### src/rtl/serial_reduce_pkg.sv
// Shared definitions for the serial reduction stage: default word width,
// counter-width helper and the derived occupancy state encoding.
package serial_reduce_pkg;

    localparam int WIDTH_DEF = 8;

    function automatic int cnt_width(input int w);
        return (w < 2) ? 1 : $clog2(w);
    endfunction

    typedef enum logic [1:0] {
        ST_EMPTY,
        ST_COLLECT,
        ST_HOLD,
        ST_HOLD_COLLECT
    } stage_state_e;

endpackage

### src/rtl/bit_collector.sv
// Serial-to-parallel collector: LSB-first shift register with wrapping bit
// counter; flags the transfer that supplies the final bit of a word.
module bit_collector
    import serial_reduce_pkg::*;
#(
    parameter int WIDTH = WIDTH_DEF,
    parameter int CNT_W = cnt_width(WIDTH)
) (
    input  logic             clk,
    input  logic             reset_n,
    input  logic             flush,
    input  logic             take,
    input  logic             in_bit,
    output logic [CNT_W-1:0] cnt,
    output logic             complete,
    output logic [WIDTH-1:0] word
);

    localparam logic [CNT_W-1:0] LAST = CNT_W'(WIDTH - 1);

    // Only the first WIDTH-1 bits are stored; the final bit goes straight
    // from in_bit into the assembled word.
    logic [WIDTH-2:0] shift;

    always_ff @(posedge clk or negedge reset_n) begin
        if (!reset_n) begin
            cnt   <= '0;
            shift <= '0;
        end else if (flush) begin
            cnt   <= '0;
            shift <= '0;
        end else if (take) begin
            if (cnt == LAST) begin
                cnt <= '0;
            end else begin
                shift[cnt] <= in_bit;
                cnt        <= cnt + CNT_W'(1);
            end
        end
    end

    assign complete = take && !flush && (cnt == LAST);
    assign word     = {in_bit, shift};

endmodule

### src/rtl/serial_reduce_stage.sv
// Serial operand stage: assembles WIDTH-bit words and presents each with its
// AND/OR/XOR reductions through a one-word valid/ready output buffer.
module serial_reduce_stage
    import serial_reduce_pkg::*;
#(
    parameter int WIDTH = WIDTH_DEF,
    parameter int CNT_W = cnt_width(WIDTH)
) (
    input  logic             clk,
    input  logic             reset_n,
    input  logic             flush,
    input  logic             in_valid,
    output logic             in_ready,
    input  logic             in_bit,
    output logic             out_valid,
    input  logic             out_ready,
    output logic [WIDTH-1:0] out_word,
    output logic             red_and,
    output logic             red_or,
    output logic             red_xor
);

    localparam logic [CNT_W-1:0] LAST = CNT_W'(WIDTH - 1);

    logic [CNT_W-1:0] cnt;
    logic             complete;
    logic [WIDTH-1:0] word;
    logic             take;
    stage_state_e     state;

    bit_collector #(
        .WIDTH(WIDTH),
        .CNT_W(CNT_W)
    ) u_collector (
        .clk     (clk),
        .reset_n (reset_n),
        .flush   (flush),
        .take    (take),
        .in_bit  (in_bit),
        .cnt     (cnt),
        .complete(complete),
        .word    (word)
    );

    // Occupancy state is implied by the counter and the buffer flag.
    always_comb begin
        state = ST_EMPTY;
        if (out_valid) begin
            state = (cnt == '0) ? ST_HOLD : ST_HOLD_COLLECT;
        end else if (cnt != '0) begin
            state = ST_COLLECT;
        end
    end

    // Only the word-completing bit has to wait for a full, unread buffer.
    always_comb begin
        in_ready = 1'b1;
        if (state == ST_HOLD_COLLECT && cnt == LAST && !out_ready) begin
            in_ready = 1'b0;
        end
    end

    assign take = in_valid && in_ready;

    always_ff @(posedge clk or negedge reset_n) begin
        if (!reset_n) begin
            out_valid <= 1'b0;
            out_word  <= '0;
            red_and   <= 1'b0;
            red_or    <= 1'b0;
            red_xor   <= 1'b0;
        end else if (complete) begin
            out_valid <= 1'b1;
            out_word  <= word;
            red_and   <= &word;
            red_or    <= |word;
            red_xor   <= ^word;
        end else if (out_valid && out_ready) begin
            out_valid <= 1'b0;
        end
    end

endmodule

### config.mk
export PLATFORM = sky130hd
export DESIGN_NAME = serial_reduce_stage
export DESIGN_NICKNAME = d
export VERILOG_FILES = /design/src/rtl/serial_reduce_pkg.sv /design/src/rtl/bit_collector.sv /design/src/rtl/serial_reduce_stage.sv
export SDC_FILE = /design/constraint.sdc
export NUM_CORES = 1
export LEC_CHECK = 0
export ABC_AREA = 1
export BUFFER_PORTS_ARGS = -buffer_cell sky130_fd_sc_hd__buf_2
export CAP_MARGIN = 20
export CORE_MARGIN = 2
export CORE_UTILIZATION = 59
export CTS_CLUSTER_DIAMETER = 150
export DETAILED_ROUTE_END_ITERATION = 10
export PLACE_DENSITY_LB_ADDON = 0.2
export SLEW_MARGIN = 25
export SYNTH_ARGS = -nofsm -noshare
export SYNTH_HDL_FRONTEND = slang
export SYNTH_SLANG_ARGS = --single-unit
### constraint.sdc
create_clock -name clk -period 4.26 [get_ports clk]
set_input_delay 0.639 -clock clk [delete_from_list [all_inputs] [get_ports clk]]
set_output_delay 0.639 -clock clk [all_outputs]
set_load 0.02 [all_outputs]
Yosys cells after proc, flatten, opt, wreduce, memory -nomap -nowiden
Cells that the tools add are included.
W data, S select, Z words.
{"block": "word_totals", "ff_bits": 22, "latch_bits": 0, "mem_bits_rw": 0, "romBits": 0, "inputBits": 6, "output_inout_bits": 13, "wordCells": 45, "mem_count": 0}
{"block": "op_classes", "addsub": 1, "n_mul": 0, "div": 0, "order_cmp": 2, "eq_ne": 3, "n_shift": 0, "n_mux": 15, "n_bitwise": 0, "reduce_logical": 17}
{"op": "$mux W7", "count": 3}
{"op": "$mux W3", "count": 3}
{"op": "$reduce_and A8 Y1", "count": 1}
{"op": "$reduce_or A8 Y1", "count": 1}
{"op": "$reduce_xor A8 Y1", "count": 1}
{"op": "$bwmux W7", "count": 1}
{"op": "$logic_and A1 B1 Y1", "count": 7}
{"op": "$mux W1", "count": 6}
{"op": "$lt A3 B4 Y1 const B", "count": 1}
{"op": "$reduce_bool A2 Y1", "count": 2}
{"op": "$add A3 B1 Y3 const B", "count": 1}
{"op": "$demux W1 S3", "count": 1}
{"op": "$eq A3 B3 Y1 const B", "count": 1}
{"op": "$ge A3 B1 Y1 const B", "count": 1}
{"op": "$logic_not A3 Y1", "count": 1}
{"op": "$reduce_bool A3 Y1", "count": 1}
{"op": "$eq A2 B2 Y1 const B", "count": 1}
{"op": "$logic_not A1 Y1", "count": 2}
{"op": "$mux W2", "count": 1}
{"op": "$ne A2 B2 Y1 const B", "count": 1}
{"op": "$reduce_and A2 Y1", "count": 1}

Longest topological paths before layout
Gate-level depths: netlist of run 1.
{"block": "depth", "word_depth": 11, "ltp_mapped": 8, "depth_no_buf": 8}

By module
A second synthesis of run 1 with hierarchy kept.
{"block": "unflattened", "cells_unflattened": 167, "area_unflattened_um2": 1327.5}
{"mod": "serial_reduce_stage", "n_inst": 1, "cells_each": 81, "area_each_um2": 703.2, "seq_area_each_um2": 300.3}
{"mod": "bit_collector", "n_inst": 1, "cells_each": 86, "area_each_um2": 624.3, "seq_area_each_um2": 250.2}

Worst setup path after synthesis of run 1
No wires, ideal clock.
{"block": "synth_timing", "path_type": "register -> output", "from": "reg u_collector.cnt[0]", "to": "out in_ready", "arrival_time_ps": 1041, "required_time_ps": 3621, "slack_ps": 2580, "path_stages_with_launch": 4, "n_path_buf": 0, "path_cell_list": "dfrtp_1 -> ha_1 -> ha_1 -> nand3_4"}
{"block": "synth_via", "elab_chain_len": 7, "elab_cells_between_ends": 10, "classes_between": "eq/ne: 2; mux: 4; reduce/logical: 4"}
{"item": "start, declared", "line": "bit_collector.sv:14", "source": "output logic [CNT_W-1:0] cnt,"}
{"item": "start signal, assigned", "line": "bit_collector.sv:37", "source": "cnt <= cnt + CNT_W'(1);"}
{"item": "$reduce_bool A3 Y1 / $logic_not A3 Y1 (equally long branches)", "line": "serial_reduce_stage.sv:50, serial_reduce_stage.sv:49"}
{"item": "$mux W1, on equally long branches", "line": "serial_reduce_stage.sv:50, serial_reduce_stage.sv:49"}
{"item": "$mux W2", "line": "serial_reduce_stage.sv:48", "source": "if (out_valid) begin"}
{"item": "$eq A2 B2 Y1", "line": "serial_reduce_stage.sv:58", "source": "if (state == ST_HOLD_COLLECT && cnt == LAST && !out_ready) begin"}
{"item": "$logic_and A1 B1 Y1 * (2 in series)", "line": "serial_reduce_stage.sv:58"}
{"item": "$mux W1 *", "line": "serial_reduce_stage.sv:58"}
{"item": "end, declared", "line": "serial_reduce_stage.sv:13", "source": "output logic in_ready,"}
Every way passes the cells marked *; elsewhere a longest branch is shown, timed or not.

Final worst setup path of run 1
Same ends and word-level chain as after synthesis.

==> reports/qor.csv, run 1 <==
metric,value,unit
status,"complete, no violations",
grt_pass1_vias,1016,
fin_crit_sh,0.518,
core_area,0.00196,mm^2
syn_nets,163,
timing.rr.end,out_word[0],
cp_cell_sequence,ha_1 -> ha_1 -> nand3_4 -> buf_2,
worst_slack,2.05,ns
drv_cap,0,
syn_to_final_growth,11.4,%
fillers,172,
dpl_cell_area,0.00134,mm^2
post_cts_buffers,0,
synth_seq_cells,22,
routed_wl,2460,um
rr_startpoint,u_collector.cnt[0],
p_seq_frac,0.540,
dpl.hpwl,1810,um
multi_input_comb_area,576,um^2
rsz0062_at_grt,no,
slew_headroom,0.668,
dieArea,0.00247,mm^2
leakage,0.757,nW
syn_inst,154,
drv_slew,0,
grt_use_total,0.235,
vdd_drop_max,0.223,mV
cp_data_arrival_time,1.57,ns
cts.clk_slew.worst_paths,0.12,ns
critPathLaunch,u_collector.cnt[0],
critical_path.top_delay_family,adder cells,
drive_above_1_share,0.223,
cts_max_level,1,
place_congestion,0.783,
clk_latency,0.30,ns
yosysTopAreaCell,dfrtp_1,
p_int,0.000294,W
final_cell_mix,"nand2_1, dfrtp_1, inv_1",
combPwrFrac,0.185,
rr_worst_depth,6,
first_iter_violations,45,
grt_max_degree,23,
ioPinCount,19,
max-clock-path-buffers,2,
startpoint_type,flop,
holdCritPathClass,in -> async,
die_w,49.7,um
path_class,reg -> out,
dp_slack,2.38,ns
cp.required,3.62,ns
fp-row-count,16,
end_kind,primary output,
synth_area,0.00123,mm^2
root_buffer,clkbuf_4,
grt_pass1_wl,4440,um
p_switching,0.000128,W
clock_sinks,22,
path_buf_inv,1,
die_h,49.7,um
p_total,0.000422,W
hold_viol_final,0,
num_vias,1093,
wire_per_inst,12.2,um
hold_buffers,0,
seqCellArea,551,um^2
critPathCapture,in_ready,
layout_commonest_cell,nand2_1,
gr-total-overflow,0,
fin_util,0.699,
stdcell_area,0.00137,mm^2
path_max_fanout,5,
cts_resized,0,
worst_slew_pin_slew,0.498,ns
fin_crit,2.21,ns
fin_tns_setup,0,ns
drc,0,
start_util,0.628,
clock.fmax,453,MHz
io_buffers,18,
finalNetCount,185,
synth_top_area_share,0.447,
seq_area_frac_synth,0.447,
report.final.setup_viol,0,
path_depth,4,
rrSetupSlack,2.53,ns
viasPerCell,5.41,
cpMaxStageDelayCell,dfrtp_1,
yosys_warnings,0,
post_synth.cell_area_avg,7.99,um^2
antenna_left,0,
clkPwrFrac,0.274,
synth_cell_type_count,19,
cts_buffers,3,
antenna_found_initial,0,
crit_top_cell,ha_1,
cts_tree,done,
firstDrtPassIters,4,
finClkSkew,0.00189,ns
powerDensity,308,mW/mm^2
swShare,0.304,
ys_top_cells_by_area,"dfrtp_1, nand2_1, inv_1",
worst_path_largest_cell_delay,0.44,ns
diodes,0,
## cell families after synthesis
group,count (synthesis),synth area share
flops,22,0.447
buf+inv,23,0.0854
compound gates,23,0.115
simple gates,83,0.322
fa+ha+maj,3,0.0305
## state kept, by name, indices dropped and copies added, names as in the netlist
signal and flops:
out_word 8, u_collector.shift 7, u_collector.cnt 3, out_valid 1, red_and 1, red_or 1, red_xor 1
## worst min-delay path by stage
stage	from	end	slack, ns
after CTS	reset_n	out_valid	0.28
after detailed placement	out_word[3]	out_word[3]	0.46
after global routing	reset_n	out_valid	0.31
after global placement	out_word[4]	out_word[4]	0.46
after floorplan	reset_n	out_valid	0.34
final	reset_n	out_valid	0.28
## metrics by stage
| stage | instances | hold WS [ns] |
|---|---|---|
| after CTS | 202 | 0.282 |
| final | 202 | 0.275 |
| after global placement | 198 | 0.460 |
| after global routing | 202 | 0.305 |
| after floorplan | 154 | 0.343 |
| after detailed placement | 198 | 0.464 |
## area by class of cell
cell class,instances,area share
clock buffers,4,0.0265
well taps,27,0.0246
flip-flops and latches,22,0.401
repair buffers,18,0.0657
multi-input cells,109,0.420
inverters,22,0.0620
## layer usage
metal,GRT usage,wire length [um]
met3,0.0333,121
met5,0,0
met2,0.369,1180
met4,0.0833,51
met1,0.332,1100
## power by group through the flow
stage / registers (W) / clock network (W) / logic (W)
3_5_place_dp: 0.000232 / 0 / 0.0000744
2_1_floorplan: 0.000232 / 0 / 0.0000521
4_1_cts: 0.000228 / 0.000117 / 0.0000774
3_3_place_gp: 0.000231 / 0 / 0.0000720
5_1_grt: 0.000230 / 0.000123 / 0.0000896
6_report: 0.000228 / 0.000116 / 0.0000783
## Yosys cell counts
cell / n
o21ai_2: 7
nand2_4: 1
buf_12: 1
nor2_1: 12
inv_4: 1
nand3_4: 1
inv_1: 20
nand4_1: 9
nand4_4: 1
nand2_1: 49
o21ai_1: 4
o21ai_0: 10
nand2_2: 4
ha_1: 3
inv_2: 1
nor2_4: 1
dfrtp_1: 22
nand3_1: 5
a21oi_1: 2
Power figures use the tool's default switching activity.
==> run 2, diff against run 1 <==
--- a/config.mk
+++ b/config.mk
@@ -5,11 +5,11 @@
 export SDC_FILE = /design/constraint.sdc
 export NUM_CORES = 1
 export LEC_CHECK = 0
-export ABC_AREA = 1
+export ABC_AREA = 0
 export BUFFER_PORTS_ARGS = -buffer_cell sky130_fd_sc_hd__buf_2
 export CAP_MARGIN = 20
 export CORE_MARGIN = 2
-export CORE_UTILIZATION = 59
+export CORE_UTILIZATION = 48
 export CTS_CLUSTER_DIAMETER = 150
 export DETAILED_ROUTE_END_ITERATION = 10
 export PLACE_DENSITY_LB_ADDON = 0.2
==> constraint.sdc (replaced) <==
create_clock -name clk -period 1.8 [get_ports clk]
set_input_delay 0.27 -clock clk [delete_from_list [all_inputs] [get_ports clk]]
set_output_delay 0.27 -clock clk [all_outputs]
set_load 0.02 [all_outputs]
==> run 2 against run 1 <==
  * The flow now finishes with violations (setup timing)
  * Non-clock buffer count grew 12
  * Sequential cell count unchanged
  * Combinational power increased by 92%
  * Total power grew 150%
  * Register-to-register slack lost 2.6 ns
  * Core utilization fell by 3.6 points
  * First-iteration DRC count decreased by 60%
  * Critical path type is now reg -> reg
  * Critical endpoint is now out_word[1]
  * Highest routed layer unchanged
==> reports/qor.csv, run 2 <==
metric,value,unit
status,"finished, violations left",
violations,setup timing,
final_cell_mix,"dfrtp_1, buf_2, nor2_1",
dp_slack,0.0186,ns
powerDensity,721,mW/mm^2
num_vias,885,
io_buffers,18,
crit_top_cell,ha_4,
critPathLaunch,u_collector.cnt[0],
cp.required,2.01,ns
path_class,reg -> reg,
met3_usage,0.0374,
synth_top_area_share,0.503,
synth_cell_type_count,26,
max-clock-path-buffers,2,
cp_data_arrival_time,2.04,ns
yosysTopAreaCell,dfrtp_1,
die_h,51.7,um
drive_above_1_share,0.434,
regMostFlops,out_word,
grt_max_degree,23,
finClkSkew,0.00159,ns
clock.fmax,548,MHz
yosysMostFrequentCell,dfrtp_1,
met2_usage,0.314,
worst_slew_pin_slew,0.478,ns
cts.clk_slew.worst_paths,0.13,ns
rsz0062_at_grt,yes,
cts_tree,done,
wire_per_inst,16.6,um
rr_startpoint,u_collector.cnt[0],
viasPerCell,5.64,
synth_enable_flop_cells,0,
top_regs,"out_word (8), u_collector.shift (7), u_collector.cnt (3)",
root_buffer,clkbuf_4,
firstDrtPassIters,4,
drv_slew,0,
grt_use_total,0.203,
yosys_warnings,0,
synth_area,0.00109,mm^2
fp-row-count,17,
fin_tns_setup,-0.0752,ns
startpoint_type,flop,
cp_cell_sequence,ha_4 -> ha_4 -> buf_6 -> nand3b_1 -> o21ba_2 -> mux2_2,
fillers,159,
cpMaxStageDelayCell,dfrtp_1,
synth_top_flop_cell,dfrtp_1,
hold_viol_final,0,
syn_nets,107,
start_util,0.499,
drv_cap,0,
worst_path_largest_cell_delay,0.44,ns
syn_to_final_growth,32.8,%
min_from,out_ready,
largest_reg_flops,8,
clk_latency,0.31,ns
stdcell_area,0.00145,mm^2
report.final.setup_viol,7,
vdd_drop_max,0.529,mV
antenna_left,0,
diodes,0,
dieArea,0.00268,mm^2
ys_top_cells_by_count,"dfrtp_1, nor2_1, mux2_2",
syn_inst,98,
worst_slack,-0.0240,ns
layout_commonest_cell,dfrtp_1,
routed_wl,2600,um
dpl_cell_area,0.00122,mm^2
core_area,0.00219,mm^2
seq_area_frac_synth,0.503,
cts_max_level,1,
fin_crit_sh,1.01,
die_w,51.7,um
antenna_found_initial,0,
gr-total-overflow,0,
slew_headroom,0.682,
path_buf_inv,1,
grt_pass1_vias,814,
holdWs,0.144,ns
synth_seq_cells,22,
synth-async-reset-ratio,1.00,
fin_crit,1.82,ns
p_total,0.00105,W
critical_path.top_delay_family,flip-flops,
leakage,0.722,nW
place_congestion,0.749,
ioPinCount,19,
dpl.hpwl,1380,um
clock_sinks,22,
cts_buffers,3,
first_iter_violations,18,
grt_pass1_wl,3980,um
holdCritPathClass,in -> reg,
path_max_fanout,6,
drc,0,
ys_top_cells_by_area,"dfrtp_1, mux2_2, xnor2_1",
met1_usage,0.274,
grt-busiest-layer,met2,
finalNetCount,139,
end_kind,flop,
post_synth.cell_area_avg,11.2,um^2
[run 2: cell types whose count changed in the layout (fill, tap and decap cells not counted), sizes merged, moves of 9 or more]
cell,before,now
mux2,0,9
buf,18,29
o21ai,21,2
nand2,54,4
inv,22,4
[run 2: what timing repair did]
item,CTS,global route
hold buffers,1,0
setup endpoints to repair,3,15
buffers inserted,6,1
resized for setup,17,8
pin swaps,4,2
cloned,0,1
endpoints found under the hold margin,22,0
[run 2: cell type report]
class,count,area [um^2],share of cell area
well taps,28,35.0,0.0241
clock inverters,1,30.0,0.0207
clock buffers,3,22.5,0.0155
flip-flops and latches,22,552,0.380
inverters,4,20.0,0.0138
multi-input cells,69,593,0.408
repair buffers,30,200,0.138
[run 2: path summary, 6_finish.rpt]
path / end / slack, ns / cells past startpoint
max in group asynchronous: u_collector.cnt[1] / 1.02 / 2
min: out_valid / 0.14 / 2
min in group asynchronous: u_collector.cnt[2] / 0.43 / 2
min reg2reg: out_word[1] / 0.52 / 1
max: out_word[1] / -0.02 / 6
max reg2reg: out_word[1] / -0.02 / 6
[run 2: per-layer routing]
metal	vias up	share of wire
li1	403	-
met3	8	0.029
met5	-	0
met2	23	0.50
met1	451	0.44
met4	0	0.032
[run 2: report_power, final]
part / switching [W] / internal, W
sequential: 0.0000121 / 0.000503
clock: 0.000157 / 0.000225
combinational: 0.0000782 / 0.0000717
[run 2: logic make-up (layout without fill, tap and decap cells)]
logic type,count (synthesis),after routing,share of synthesized area
AO/OA/AOI/OAI,9,10,0.0584
AND/OR/NAND/NOR,33,33,0.157
buffers and inverters,8,38,0.0355
adder cells (fa/ha/maj),3,3,0.0343
XOR/XNOR,8,8,0.0641
flip-flops,22,22,0.503
multiplexers,15,15,0.148
[run 2: stage by stage]
step           utilization  cells
2_1_floorplan            -     98
6_report             0.663    157
3_5_place_dp         0.559    144
3_3_place_gp         0.559    144
5_1_grt              0.663    157
4_1_cts              0.641    155
[run 2: worst reg2reg max path, delay by kind of cell (launching register included)]
family / cells / cell delay, ns
multiplexers: 1 / 0.35
buffers and inverters: 1 / 0.11
flip-flops: 1 / 0.44
AND/OR/NAND/NOR: 1 / 0.14
AO/OA/AOI/OAI: 1 / 0.37
adder cells (fa/ha/maj): 2 / 0.32
==> run 3, diff against run 2 <==
--- a/config.mk
+++ b/config.mk
@@ -9,11 +9,13 @@
 export BUFFER_PORTS_ARGS = -buffer_cell sky130_fd_sc_hd__buf_2
 export CAP_MARGIN = 20
 export CORE_MARGIN = 2
-export CORE_UTILIZATION = 48
+export CORE_UTILIZATION = 49
 export CTS_CLUSTER_DIAMETER = 150
 export DETAILED_ROUTE_END_ITERATION = 10
+export MAX_ROUTING_LAYER = met4
 export PLACE_DENSITY_LB_ADDON = 0.2
 export SLEW_MARGIN = 25
 export SYNTH_ARGS = -nofsm -noshare
 export SYNTH_HDL_FRONTEND = slang
+export SYNTH_HIERARCHICAL = 1
 export SYNTH_SLANG_ARGS = --single-unit
==> run 3 against run 2 <==
  * The run now ends clean
  * Clock skew up 0.0029 ns
  * Cell area shrank 5.1%
  * Core utilization down 5.2 points
  * Combinational power shrank 49%
  * Sequential share of layout area grew 2.0 points
  * Critical endpoint unchanged
  * Highest routed layer unchanged
==> reports/qor.csv, run 3 <==
metric,value,unit
status,"complete, no violations",
dieArea,0.00283,mm^2
synth_cell_type_count,23,
drv_cap,0,
cp.required,2.00,ns
rr_worst_depth,6,
synthXorXnorAreaFrac,0.0222,
rr_startpoint,u_collector/cnt[0],
drc,0,
top_regs,"out_word (8), u_collector/shift (7), u_collector/cnt (3)",
report.final.setup_viol,0,
fp-row-count,17,
ioPinCount,19,
startpoint_type,flop,
rrSetupSlack,0.12,ns
dpl.hpwl,1480,um
fin_crit,1.68,ns
core_area,0.00225,mm^2
synth_seq_cells,22,
rsz0062_at_grt,no,
drv_slew,0,
grt_pass1_vias,743,
clock_sinks,22,
slew_headroom,0.677,
vdd_drop_max,0.484,mV
cp_data_arrival_time,1.88,ns
wire_per_inst,12.8,um
syn_inst,103,
clock.fmax,595,MHz
fin_util,0.612,
grt_use_total,0.176,
routed_wl,1970,um
diodes,0,
yosys_warnings,6,
synth_top_family_by_area,simple AND/OR/NAND/NOR gates,
timing.rr.end,out_word[1],
finalNetCount,143,
grt_pass1_wl,3420,um
synth-async-reset-ratio,1.00,
ys_top_cells_by_count,"dfrtp_1, ha_1, inv_1",
max-clock-path-buffers,2,
regMostFlops,out_word,
gr-total-overflow,0,
yosysMostFrequentCell,dfrtp_1,
syn_nets,119,
ys_top_cells_by_area,"dfrtp_1, ha_1, mux2i_1",
start_util,0.526,
viasPerCell,5.03,
io_buffers,18,
worst_slew_pin_slew,0.484,ns
root_buffer,clkbuf_4,
hold_viol_final,0,
synth_area,0.00118,mm^2
synthAdderAreaFrac,0.106,
place_congestion,0.771,
finClkSkew,0.00453,ns
synth_top_flop_cell,dfrtp_1,
yosys-mux-area-fraction,0.165,
p_total,0.000855,W
largest_reg_flops,8,
synth_compound_area_frac,0.0169,
clk_latency,0.30,ns
end_kind,flop,
firstDrtPassIters,4,
synthSimpleGateAreaFrac,0.172,
cts_buffers,3,
antenna_left,0,
path_class,reg -> reg,
cts_tree,done,
seq_area_frac_synth,0.465,
fin_tns_setup,0,ns
holdCritPathClass,in -> reg,
holdPathEnd,out_word[7],
drive_above_1_share,0.333,
die_h,53.2,um
yosysTopAreaCell,dfrtp_1,
synth_enable_flop_cells,0,
min_from,in_bit,
leakage,0.737,nW
final_cell_mix,"dfrtp_1, buf_2, inv_1, ha_1, mux2i_1",
die_w,53.2,um
powerDensity,620,mW/mm^2
first_iter_violations,3,
grt_max_degree,23,
antenna_found_initial,0,
post_synth.cell_area_avg,11.5,um^2
layout_commonest_cell,dfrtp_1,
holdPathStages,2,
cts_max_level,1,
cts.clk_slew.worst_paths,0.12,ns
syn_to_final_growth,16.4,%
fin_crit_sh,0.933,
path_max_fanout,9,
synth_top_area_share,0.465,
num_vias,775,
-- run 3: worst max-delay path: stages (launching register included) --
cell,delay (ns)
dfrtp_2,0.43
ha_1,0.17
ha_1,0.26
nand2_2,0.09
nor2_4,0.14
buf_12,0.14
mux2_2,0.33
-- run 3: worst max-delay path by stage --
| stage | startpoint | endpoint | slack, ns | cells past startpoint |
|---|---|---|---|---|
| 2_1_floorplan | out_valid | out_word[2] | -0.005 | 7 |
| 3_3_place_gp | u_collector/cnt[0] | out_word[6] | 0.13 | 5 |
| 3_5_place_dp | u_collector/cnt[0] | out_word[1] | 0.03 | 5 |
| 4_1_cts | u_collector/cnt[0] | out_word[1] | 0.005 | 5 |
| 5_1_grt | u_collector/cnt[0] | out_word[1] | 0.03 | 6 |
| 6_report | u_collector/cnt[0] | out_word[1] | 0.12 | 6 |
-- run 3: area by class of cell --
type,instances,area (um^2)
flip-flops and latches,22,552
multi-input cells,68,583
well taps,28,35.0
repair buffers,22,135
inverters,10,37.5
fillers,202,876
clock buffers,4,36.3
-- run 3: power by group --
part	switching [W]	internal [W]
registers	0.00000862	0.000501
logic	0.0000425	0.0000347
clock network	0.000145	0.000123
-- run 3: stage by stage --
stage          instances  setup slack, ns  hold WS (ns)  instance area, um^2
2_1_floorplan        103         -0.00529       -0.0256                 1200
3_3_place_gp         148            0.126         0.262                 1310
3_5_place_dp         148           0.0327         0.260                 1310
4_1_cts              153          0.00494         0.244                 1360
5_1_grt              154           0.0294         0.247                 1380
6_report             154            0.120         0.264                 1380
-- run 3: timing repair --
action / 4_1_cts / 5_1_grt
endpoints found under the setup margin: 0 / 11
hold endpoints to repair: 22 / 0
gates resized for setup: 0 / 1
buffers inserted: 0 / 1
hold buffers: 1 / 0
-- run 3: kinds of logic after synthesis --
kind of cell / count (synthesis)
AO/OA/AOI/OAI: 4
XOR/XNOR: 3
adder cells (fa/ha/maj): 10
buffers and inverters: 13
flip-flops: 22
multiplexers: 17
AND/OR/NAND/NOR: 34
-- run 3: routing by layer --
| layer | GRT usage | vias up | wire [um] |
|---|---|---|---|
| met3 | 0.0339 | 2 | 74 |
| met5 | - | - | 0 |
| met4 | 0.0769 | 0 | 14 |
| met2 | 0.273 | 16 | 923 |
| met1 | 0.226 | 372 | 957 |
| li1 | - | 385 | - |
